**src/rtl/mult_div_unit.sv**
```systemverilog
// Iterative multiply/divide unit (MULT, MULTU, DIV, DIVU): radix-2 shift-add multiplier, restoring divider.
// Optional macro MDU_ZERO_SKIP_EN: multiplies with a zero operand finish in one cycle.
module mult_div_unit #(
  parameter int WIDTH = 32
) (
  input  logic             clk,
  input  logic             reset_n,
  input  logic             start,
  input  logic [1:0]       op,
  input  logic [WIDTH-1:0] a,
  input  logic [WIDTH-1:0] b,
  output logic             busy,
  output logic             done,
  output logic             div_zero,
  output logic [WIDTH-1:0] hi,
  output logic [WIDTH-1:0] lo
);

  localparam logic [1:0] S_IDLE = 2'd0;
  localparam logic [1:0] S_CALC = 2'd1;
  localparam logic [1:0] S_FIX  = 2'd2;
  localparam logic [1:0] S_DONE = 2'd3;

  localparam int CW = $clog2(WIDTH + 1);

  logic [1:0]         state;
  logic               is_div;
  logic               b_zero;
  logic               neg_res;
  logic               neg_rem;
  logic               dz_q;
  logic [CW-1:0]      cnt;
  logic [WIDTH-1:0]   a_q;
  logic [WIDTH-1:0]   mcand;
  logic [2*WIDTH-1:0] prod;

  logic               in_signed;
  logic               a_neg;
  logic               b_neg;
  logic [WIDTH-1:0]   a_mag;
  logic [WIDTH-1:0]   b_mag;
  logic               zero_skip;

  logic [WIDTH:0]     mul_sum;
  logic [2*WIDTH-1:0] mul_next;
  logic [WIDTH:0]     div_shift;
  logic [WIDTH:0]     div_diff;
  logic [2*WIDTH-1:0] div_next;
  logic [2*WIDTH-1:0] mul_fix;
  logic [WIDTH-1:0]   quo_fix;
  logic [WIDTH-1:0]   rem_fix;

  // Operand magnitudes and signs; op[0] = 0 selects the signed variants.
  always_comb begin
    in_signed = ~op[0];
    a_neg     = in_signed & a[WIDTH-1];
    b_neg     = in_signed & b[WIDTH-1];
    a_mag     = a_neg ? -a : a;
    b_mag     = b_neg ? -b : b;
  end

  always_comb begin
    zero_skip = 1'b0;
`ifdef MDU_ZERO_SKIP_EN
    zero_skip = ~op[1] && ((a == '0) || (b == '0));
`endif
  end

  // prod holds {accumulator, multiplier} for mult and {remainder, quotient} for div.
  always_comb begin
    mul_sum   = {1'b0, prod[2*WIDTH-1:WIDTH]} +
                (prod[0] ? {1'b0, mcand} : {(WIDTH+1){1'b0}});
    mul_next  = {mul_sum, prod[WIDTH-1:1]};
    div_shift = {prod[2*WIDTH-1:WIDTH], prod[WIDTH-1]};
    div_diff  = div_shift - {1'b0, mcand};
    if (div_diff[WIDTH])
      div_next = {div_shift[WIDTH-1:0], prod[WIDTH-2:0], 1'b0};
    else
      div_next = {div_diff[WIDTH-1:0], prod[WIDTH-2:0], 1'b1};
  end

  always_comb begin
    mul_fix = neg_res ? -prod : prod;
    quo_fix = neg_res ? -prod[WIDTH-1:0] : prod[WIDTH-1:0];
    rem_fix = neg_rem ? -prod[2*WIDTH-1:WIDTH] : prod[2*WIDTH-1:WIDTH];
  end

  always_ff @(posedge clk or negedge reset_n) begin
    if (!reset_n) begin
      state   <= S_IDLE;
      is_div  <= 1'b0;
      b_zero  <= 1'b0;
      neg_res <= 1'b0;
      neg_rem <= 1'b0;
      dz_q    <= 1'b0;
      cnt     <= '0;
      a_q     <= '0;
      mcand   <= '0;
      prod    <= '0;
      hi      <= '0;
      lo      <= '0;
    end else begin
      case (state)
        S_IDLE: begin
          if (start) begin
            is_div  <= op[1];
            b_zero  <= (b == '0);
            a_q     <= a;
            neg_res <= a_neg ^ b_neg;
            neg_rem <= a_neg;
            cnt     <= CW'(WIDTH);
            if (op[1]) begin
              prod  <= {{WIDTH{1'b0}}, a_mag};
              mcand <= b_mag;
            end else begin
              prod  <= {{WIDTH{1'b0}}, b_mag};
              mcand <= a_mag;
            end
            if (zero_skip) begin
              hi    <= '0;
              lo    <= '0;
              dz_q  <= 1'b0;
              state <= S_DONE;
            end else begin
              state <= S_CALC;
            end
          end
        end
        S_CALC: begin
          prod <= is_div ? div_next : mul_next;
          cnt  <= cnt - CW'(1);
          if (cnt == CW'(1))
            state <= S_FIX;
        end
        S_FIX: begin
          // A zero divisor still runs the full iteration count, then forces the result.
          if (is_div && b_zero) begin
            hi   <= a_q;
            lo   <= '1;
            dz_q <= 1'b1;
          end else if (is_div) begin
            hi   <= rem_fix;
            lo   <= quo_fix;
            dz_q <= 1'b0;
          end else begin
            hi   <= mul_fix[2*WIDTH-1:WIDTH];
            lo   <= mul_fix[WIDTH-1:0];
            dz_q <= 1'b0;
          end
          state <= S_DONE;
        end
        default: state <= S_IDLE;
      endcase
    end
  end

  assign busy     = (state == S_CALC) || (state == S_FIX);
  assign done     = (state == S_DONE);
  assign div_zero = done & dz_q;

endmodule

```
**config.mk**
```make
export PLATFORM = sky130hd
export DESIGN_NAME = mult_div_unit
export DESIGN_NICKNAME = d
export VERILOG_FILES = /design/src/rtl/mult_div_unit.sv
export SDC_FILE = /design/constraint.sdc
export NUM_CORES = 1
export LEC_CHECK = 0
export ABC_AREA = 1
export ABC_CLOCK_PERIOD_IN_PS = 4100
export CAP_MARGIN = 30
export CELL_PAD_IN_SITES_DETAIL_PLACEMENT = 1
export CELL_PAD_IN_SITES_GLOBAL_PLACEMENT = 1
export CORE_ASPECT_RATIO = 1.75
export CORE_MARGIN = 2
export CORE_UTILIZATION = 46
export CTS_CLUSTER_SIZE = 10
export DETAILED_ROUTE_END_ITERATION = 12
export PLACE_DENSITY = 0.85
export SETUP_SLACK_MARGIN = 0.1
export SLEW_MARGIN = 20
export SYNTH_ARGS = -nofsm -noshare
export SYNTH_HDL_FRONTEND = slang
export SYNTH_SLANG_ARGS = --single-unit
```
**constraint.sdc**
```tcl
create_clock -name clk -period 4.1 [get_ports clk]
set_input_delay 0.82 -clock clk [delete_from_list [all_inputs] [get_ports clk]]
set_output_delay 0.82 -clock clk [all_outputs]
set_load 0.1 [all_outputs]
```
======== Word level (Yosys, flattened, before mapping) ========
Cells that the tools add are included.
operators by class
  add/sub/neg operators ................... 8
  multiply operators ...................... 0
  divide/modulo/power cells ............... 0
  magnitude comparators ................... 0
  equality and inequality tests ........... 6
  shifts and indexed selects .............. 0
  muxes and demuxes ....................... 22
  bitwise gates (word level) .............. 5
  reductions and logical operators ........ 8
operators by type and width
  operator                                          count
  2-to-1 mux 32 bit                                 11
  2-to-1 mux 64 bit                                 4
  negation 32 bit                                   4
  case mux 64 bit (2 select lines)                  1
  negation 64 bit                                   1
  adder 32 x 32 -> 33 bit                           1
  subtractor 33 x 32 -> 33 bit                      1
  zero test 32 bit                                  1
  case mux 6 bit (2 select lines)                   1
  == test 6 x 1 -> 1 bit, second input constant     1
  2-to-1 mux 6 bit                                  1
  case mux 2 bit (3 select lines)                   1
  AND reduction 2 bit                               3
  subtractor 6 x 1 -> 6 bit, second input constant  1
  == test 2 bit, second input constant              2
  2-to-1 mux 2 bit                                  2
  inequality test 2 bit, second input constant      2
  bitwise AND 1 bit                                 3
  == test 2 x 1 -> 1 bit, second input constant     1
  zero test 2 bit                                   1
  nonzero test 2 bit                                1
  logical AND 1 bit                                 1
  logical OR 1 bit                                  1
  2-to-1 mux 1 bit                                  1
  other kinds (2)                                   2
word-level totals
  register bits ........................... 205
  latch bits .............................. 0
  memory bits (writable) .................. 0
  memory bits (read-only) ................. 0
  output and inout port bits .............. 67
  logic and storage cells ................. 61
  memories ................................ 0

======== Depth between registers and ports, before layout ========
Gate-level depths: netlist of the first run.
  word-level depth ........................ 6
  mapped depth ............................ 22

======== Worst setup path before layout of the first run ========
Ideal clock, no wire load.
  path type ............................... register to output
  start point ............................. reg state[0]
  end point ............................... out div_zero
  data arrival time ....................... 1.922 ns
  data required time ...................... 3.280 ns
  setup slack ............................. 1.358 ns
  cell stages (with the launch flop) ...... 4
  buffers on the path ..................... 0
  cells stage by stage .................... dfrtp_1 > ha_1 > nand2_1 > inv_1
on the way
  longest elaborated chain between the ends .. 2
RTL lines
  element                   RTL line  source
  start: declaration        26        logic [1:0] state;
  start signal: assignment  90        state <= S_IDLE;
  start signal: assignment  123       state <= S_DONE;
  start signal: assignment  125       state <= S_CALC;
  == test 2 bit             158       assign done = (state == S_DONE);
  net done                  13        output logic done,
  bitwise AND 1 bit         159       assign div_zero = done & dz_q;
  end: declaration          14        output logic div_zero,
The timed path passes the listed nets, and every way through them passes these cells.

======== Worst setup path in the final report of the first run ========
  start point ............................. reg mcand[29]
  end point ............................... reg prod[56]
on the way
  longest elaborated chain between the ends .. 4
RTL lines
  element                           RTL line  source
  start: declaration                34        logic [WIDTH-1:0] mcand;
  start signal: assignment          114       mcand <= b_mag;
  start signal: assignment          117       mcand <= a_mag;
  subtractor 33 x 32 -> 33 bit      75        div_diff = div_shift - {1'b0, mcand};
  2-to-1 mux 64 bit                 76        if (div_diff[WIDTH])
  2-to-1 mux 64 bit                 130       prod <= is_div ? div_next : mul_next;
  case mux 64 bit (2 select lines)  103       case (state)
  end signal: assignment            113       prod <= {{WIDTH{1'b0}}, a_mag};
  end signal: assignment            116       prod <= {{WIDTH{1'b0}}, b_mag};
  end signal: assignment            130
  end: declaration                  35        logic [2*WIDTH-1:0] prod;
Every way passes these cells.
A chain may end at the register's enable or synchronous reset.

==> results.json, run 1 <==
{
  "ys_ff_latch": 205,
  "port_buffers": 135,
  "cts_tree": "built",
  "fin_crit_sh_pct": 84.1,
  "placed_cell_area_um2": 21400,
  "ys.flop_type": "dfrtp_1",
  "yosysTopAreaCellShare_pct": 26.5,
  "seq_power_share_pct": 19.5,
  "hold_path.class": "in -> async",
  "dpl.hpwl_um": 85500,
  "drt-pass1-iter-count": 6,
  "drv_slew": 0,
  "dr.first_iter.drc_count": 1595,
  "setup_slack_ps": 654,
  "r2r_start": "mcand[29]$_DFFE_PN0P_",
  "fin_area_um2": 22100,
  "syn_inst": 3272,
  "synth_edf_count": 0,
  "first_global_vias": 25926,
  "drt_wl_total_um": 107000,
  "regArea_um2": 5130,
  "synth_compound_area_share_pct": 13.5,
  "crit_path_max_incr_delay_ps": 520,
  "ys_warn_count": 0,
  "synth_top_family_by_area": "simple AND/OR/NAND/NOR gates",
  "die_w_um": 159,
  "avgSynthCellArea_um2": 5.92,
  "detail-route-antenna-nets": 0,
  "internal-power_mw": 8.00,
  "vias_per_cell": 6.18,
  "vias": 24398,
  "rsz0062_at_grt": "no",
  "synth_nets": 3417,
  "min_period_ps": 3450,
  "die_y_um": 275,
  "ys_seq_area_share_pct": 26.5,
  "grt_usage_pct": 48.4,
  "nFillCells": 5954,
  "hold_buffers": 0,
  "p_leak_nw": 11.7,
  "power_density_nw_per_um2": 987,
  "worstPathCellList": "inv_1 > ha_1 > nand2_1 > nor2_1 > nand2_1 > nand2_1 > a21oi_1 > nand3_1 > nand2_4 > nand2_1 > nand3_1 > nand2_1 > nand2_1",
  "wl_per_cell_um": 27.1,
  "ir_drop_v": 0.00127,
  "ios": 136,
  "cp_common_cell": "nand2_1",
  "synthesis.area_um2": 19400,
  "ys_types": 47,
  "clk_pin_slew_ps": 60,
  "drc_errors": 0,
  "numCtsBuffers": 24,
  "status": "complete, no violations",
  "core-area_um2": 41600,
  "end_kind": "register",
  "initial_core_util_pct": 46.5,
  "clk_path_buf_depth": 3,
  "root_buffer": "clkbuf_16",
  "post_cts.repair.setup_buffers": 0,
  "crit_type": "reg -> reg",
  "setup_violations": 0,
  "switching_power_mw": 13.8,
  "synth_xor_xnor_area_share_pct": 2.98,
  "pre_cts_slack_ps": 594,
  "dieArea_um2": 43800,
  "grt_max_degree": 101,
  "cp_max_fo": 33,
  "power.combinational.fraction_pct": 71.3,
  "reg2regPathDepth": 13,
  "hold_violations": 0,
  "r2r_slack_ps": 650,
  "reg2reg_to": "prod[56]$_DFFE_PN0P_",
  "cap_violations": 0,
  "layout-drive-gt1-share_pct": 4.10,
  "ys_async_sr_fraction_pct": 100,
  "worst_pin_slew_ps": 1050,
  "insertion_delay_ps": 550,
  "swShare_pct": 63.3,
  "grt_pass1_wl_um": 158000,
  "finClkSkew_ps": 18.0,
  "crit_path_start_kind": "register",
  "globalplace.congestion": 1.14,
  "finalSetupTns_ps": 0,
  "crit_family": "simple AND/OR/NAND/NOR gates",
  "worstPathRequired_ps": 4580,
  "slew_headroom_pct": 29.5,
  "grt_antenna_before_repair": 7,
  "cts_max_level": 1,
  "yosys.area_share.adder_pct": 4.99,
  "cts.repair.resized": 0,
  "clock.fmax_ghz": 0.290,
  "fp-row-count": 99,
  "yosysTopAreaCell": "dfrtp_1",
  "fin_nets": 3529,
  "area_growth_pct": 13.9,
  "worst-endpoint-arrival_ps": 3930,
  "multi_input_area_um2": 11900,
  "synthMuxAreaShare_pct": 0,
  "grt_overflow": 0,
  "synthSimpleGateAreaFrac_pct": 40.0,
  "cp_slowest_cell": "inv_1",
  "clockPowerShare_pct": 9.2,
  "path_buf_inv": 1,
  "cts_num_sinks": 205,
  "synthTopCellsByArea": "dfrtp_1 (26%), nand2_1 (21%), inv_1 (9.6%), nand3_1 (7.5%), nor2_1 (6.2%)"
}
-- layer usage --
layer	vias to the layer above	share of wire (%)	GRT usage, %
met4	8	15	57.5
met1	11680	31	43.3
met3	740	7.0	11.8
li1	10633	-	-
met2	1337	48	83.2
met5	-	0.042	0.108
-- worst max-delay path by stage --
stage | from | endpoint | slack (ps) | depth (start not counted)
5_1_grt | mcand[29]$_DFFE_PN0P_ | prod[56]$_DFFE_PN0P_ | 460 | 13
2_1_floorplan | state[0]$_DFFE_PN0P_ | div_zero | 1360 | 3
4_1_cts | state[0]$_DFFE_PN0P_ | busy | 790 | 3
3_3_place_gp | a[5] | prod[12]$_DFFE_PN0P_ | 670 | 9
6_report | mcand[29]$_DFFE_PN0P_ | prod[56]$_DFFE_PN0P_ | 650 | 13
3_5_place_dp | b[0] | prod[18]$_DFFE_PN0P_ | 590 | 12
-- cell usage in the layout (no fill, tap or decap), types with 4 or more instances in the layout --
| cell type | count |
|---|---|
| nand2_1 | 1091 |
| inv_1 | 496 |
| nor2_1 | 319 |
| nand3_1 | 290 |
| dfrtp_1 | 204 |
| o21ai_0 | 172 |
| a21oi_1 | 141 |
| clkdlybuf4s50_1 | 134 |
| ha_1 | 74 |
| xor2_1 | 51 |
| buf_4 | 50 |
| nand4_1 | 45 |
| a22oi_1 | 44 |
| nor3_1 | 41 |
| o211ai_1 | 33 |
| clkbuf_16 | 25 |
| a31oi_1 | 22 |
| nand2_2 | 18 |
| xnor2_1 | 15 |
| nor2_2 | 12 |
| nand3b_1 | 12 |
| or2_2 | 10 |
| o21ai_1 | 10 |
| and2_1 | 9 |
| o21bai_1 | 8 |
| inv_2 | 7 |
| o22ai_1 | 6 |
| o221ai_1 | 5 |
| a21o_1 | 4 |
| clkbuf_1 | 4 |
-- state kept, by name, summed over array words and instances (netlist names), 2 cells and up --
name / count
prod: 64
a_q: 32
hi: 32
lo: 32
mcand: 32
cnt: 6
state: 2
-- through the flow --
stage                     util, %  cells  total power, mW  hold slack (ps)
after floorplan                 -   3272             13.6              450
after global placement       51.4   3913             18.5              465
after detailed placement     51.4   3913             19.0              477
after CTS                    53.0   3943             21.1              375
after global routing         53.0   3944             22.8              388
final                        53.0   3946             21.8              289
-- cell families after synthesis --
logic type / Yosys count
simple gates: 1861
buf+inv: 606
compound gates: 458
flops: 205
fa+ha+maj: 76
xor+xnor: 66
-- cell type report --
type                       instances  area share, %
antenna                            3         0.0340
clock buffer                      30           2.97
inverter                         505           8.59
multi-input combinational       2461           54.0
sequential                       205           23.3
tap                              555           3.15
timing repair buffer             187           8.03
-- Yosys cell counts, drive strengths merged, types with 44 or more instances --
cell type	n
o21ai	185
nand3	293
ha	74
xor2	51
nor2	333
inv	503
nand4	45
clkbuf	60
nand2	1111
a21oi	141
a22oi	44
dfrtp	205
-- power by group through the flow --
| stage | Clock, mW | Combinational (mW) | Sequential, mW |
|---|---|---|---|
| floorplan | 0 | 7.87 | 5.73 |
| global placement | 0 | 14.3 | 4.12 |
| detailed placement | 0 | 14.8 | 4.17 |
| CTS | 1.99 | 14.9 | 4.15 |
| global route | 2.05 | 16.5 | 4.26 |
| finish | 2.00 | 15.5 | 4.25 |
-- worst register-to-register path, stage by stage (launching register included) --
cell	delay (ps)
dfrtp_1	450
inv_1	520
ha_1	470
nand2_1	210
nor2_1	70
nand2_1	70
nand2_1	80
a21oi_1	300
nand3_1	200
nand2_4	400
nand2_1	330
nand3_1	150
nand2_1	80
nand2_1	60
Power figures use the tool's default switching activity.
==> run 2, diff against run 1 <==
--- a/config.mk
+++ b/config.mk
@@ -6,16 +6,16 @@
 export NUM_CORES = 1
 export LEC_CHECK = 0
 export ABC_AREA = 1
-export ABC_CLOCK_PERIOD_IN_PS = 4100
+export ABC_CLOCK_PERIOD_IN_PS = 3500
 export CAP_MARGIN = 30
 export CELL_PAD_IN_SITES_DETAIL_PLACEMENT = 1
 export CELL_PAD_IN_SITES_GLOBAL_PLACEMENT = 1
 export CORE_ASPECT_RATIO = 1.75
 export CORE_MARGIN = 2
-export CORE_UTILIZATION = 46
+export CORE_UTILIZATION = 42
 export CTS_CLUSTER_SIZE = 10
 export DETAILED_ROUTE_END_ITERATION = 12
-export PLACE_DENSITY = 0.85
+export PLACE_DENSITY = 0.79
 export SETUP_SLACK_MARGIN = 0.1
 export SLEW_MARGIN = 20
 export SYNTH_ARGS = -nofsm -noshare
==> constraint.sdc (replaced) <==
create_clock -name clk -period 3.5 [get_ports clk]
set_input_delay 0.7 -clock clk [delete_from_list [all_inputs] [get_ports clk]]
set_output_delay 0.7 -clock clk [all_outputs]
set_load 0.1 [all_outputs]
==> results.json, run 2 (same netlist as run 1, synthesis figures left out) <==
{
  "status": "complete, no violations",
  "swShare_pct": 63.0,
  "routed.top_layer": "met5",
  "r2r_start": "prod[0]$_DFFE_PN0P_",
  "regArea_um2": 5130,
  "seq_power_share_pct": 19.1,
  "wl_met1_um": 34800,
  "grt_antenna_before_repair": 3,
  "port_buffers": 135,
  "mostFrequentLayoutCell": "nand2_1",
  "ios": 136,
  "largest_reg_flops": 64,
  "post-route-util_pct": 48.6,
  "setup_slack_ps": 221,
  "placed_cell_area_um2": 21600,
  "rsz0062_at_grt": "no",
  "post-place-cells": 3979,
  "dr.first_iter.drc_count": 1676,
  "die_w_um": 166,
  "hold_buffers": 0,
  "power_density_nw_per_um2": 1150,
  "worst_pin_slew_ps": 1010,
  "die_y_um": 288,
  "slew_headroom_pct": 32.3,
  "layout-drive-gt1-share_pct": 7.09,
  "drt-pass1-iter-count": 5,
  "fp-row-count": 104,
  "vias": 23819,
  "vias_per_cell": 5.94,
  "setup_violations": 0,
  "fin_crit_sh_pct": 93.7,
  "core-area_um2": 45800,
  "nFillCells": 6468,
  "post_cts.repair.setup_buffers": 0,
  "cts_num_sinks": 205,
  "end_kind": "register",
  "total_power_mw": 25.5,
  "detail-route-antenna-nets": 0,
  "timing.hold.ws_ps": 125,
  "worstPathRequired_ps": 3930,
  "largest-register": "prod",
  "globalplace.congestion": 1.09,
  "grt_pass1_wl_um": 161000,
  "ir_drop_v": 0.00102,
  "reg2reg_to": "hi[4]$_DFFE_PN0P_",
  "drv_slew": 0,
  "dieArea_um2": 47900,
  "worstPathCellList": "inv_2 > ha_1 > nand3_2 > nor2_2 > nand2_1 > nor2_2 > nand2_1 > nor2_2 > inv_1 > nand2_2 > nand3_1 > nand2_1 > nand2_1 > nand3_1 > nand2_1",
  "num_antenna_cells": 0,
  "finClkSkew_ps": 20.4,
  "power.combinational.fraction_pct": 71.5,
  "cts.repair.resized": 0,
  "met3_length_um": 6510,
  "area_growth_pct": 15.0,
  "crit_type": "reg -> reg",
  "finalSetupTns_ps": 0,
  "cts_tree": "built",
  "fin_area_um2": 22300,
  "startpoint": "prod[0]$_DFFE_PN0P_",
  "first_global_vias": 25436,
  "insertion_delay_ps": 570,
  "dpl.hpwl_um": 89000,
  "final_cells": 4011,
  "clock.fmax_ghz": 0.305,
  "r2r_slack_ps": 220,
  "drc_errors": 0,
  "drt_wl_total_um": 109000,
  "grt_max_degree": 102,
  "wl_per_cell_um": 27.2,
  "hold_path.class": "in -> async",
  "cts_max_level": 1,
  "fin_nets": 3568,
  "clk_pin_slew_ps": 60,
  "cp_common_cell": "nand2_1",
  "crit_path_start_kind": "register",
  "cp_slowest_cell": "dfrtp_1",
  "min_period_ps": 3280,
  "hold_violations": 0,
  "cap_violations": 0,
  "multi_input_area_um2": 11900,
  "reg2regPathDepth": 15,
  "crit_path_max_incr_delay_ps": 440,
  "worst-endpoint-arrival_ps": 3710,
  "pre_cts_slack_ps": 55.0,
  "cp_max_fo": 5,
  "layout_common_cells": "nand2_1 (1090), inv_1 (496), nor2_1 (319)",
  "root_buffer": "clkbuf_16",
  "clockPowerShare_pct": 9.4,
  "initial_core_util_pct": 42.3,
  "p_leak_nw": 12.0,
  "grt_usage_pct": 45.1,
  "numCtsBuffers": 25,
  "internal-power_mw": 9.44,
  "clk_path_buf_depth": 3,
  "grt_overflow": 0,
  "switching_power_mw": 16.1,
  "wl_met2_um": 52900
}
[run 2: power groups by stage]
stage / registers [mW] / clock network [mW] / logic, mW
6_report: 4.88 / 2.41 / 18.3
5_1_grt: 4.91 / 2.48 / 19.5
4_1_cts: 4.77 / 2.41 / 17.8
3_5_place_dp: 4.80 / 0 / 17.7
3_3_place_gp: 4.74 / 0 / 17.1
2_1_floorplan: 6.71 / 0 / 9.22
[run 2: cell type report]
| cell class | instances | share of cell area [%] |
|---|---|---|
| sequential | 205 | 23.0 |
| multi-input combinational | 2461 | 53.5 |
| timing repair buffer | 225 | 8.62 |
| clock buffer | 28 | 2.90 |
| clock inverter | 4 | 0.124 |
| inverter | 505 | 8.51 |
| tap | 583 | 3.28 |
[run 2: worst max path at each step]
| stage | endpoint | cells after the start |
|---|---|---|
| 2_1_floorplan | div_zero | 3 |
| 3_3_place_gp | prod[12]$_DFFE_PN0P_ | 10 |
| 3_5_place_dp | prod[12]$_DFFE_PN0P_ | 10 |
| 4_1_cts | prod[59]$_DFFE_PN0P_ | 17 |
| 5_1_grt | prod[58]$_DFFE_PN0P_ | 17 |
| 6_report | hi[4]$_DFFE_PN0P_ | 15 |
[run 2: metal layers]
metal	vias up	GRT usage [%]
met5	-	0
met4	4	49.3
met3	540	8.11
met2	1079	78.4
met1	11506	42.7
li1	10690	-
[run 2: worst max-delay path, delay by kind of cell, from the launching register on]
family / cells / cell delay (ps)
and+or+nand+nor: 12 / 2190
DFF: 1 / 440
buffers and inverters: 2 / 290
adders and majority gates: 1 / 230
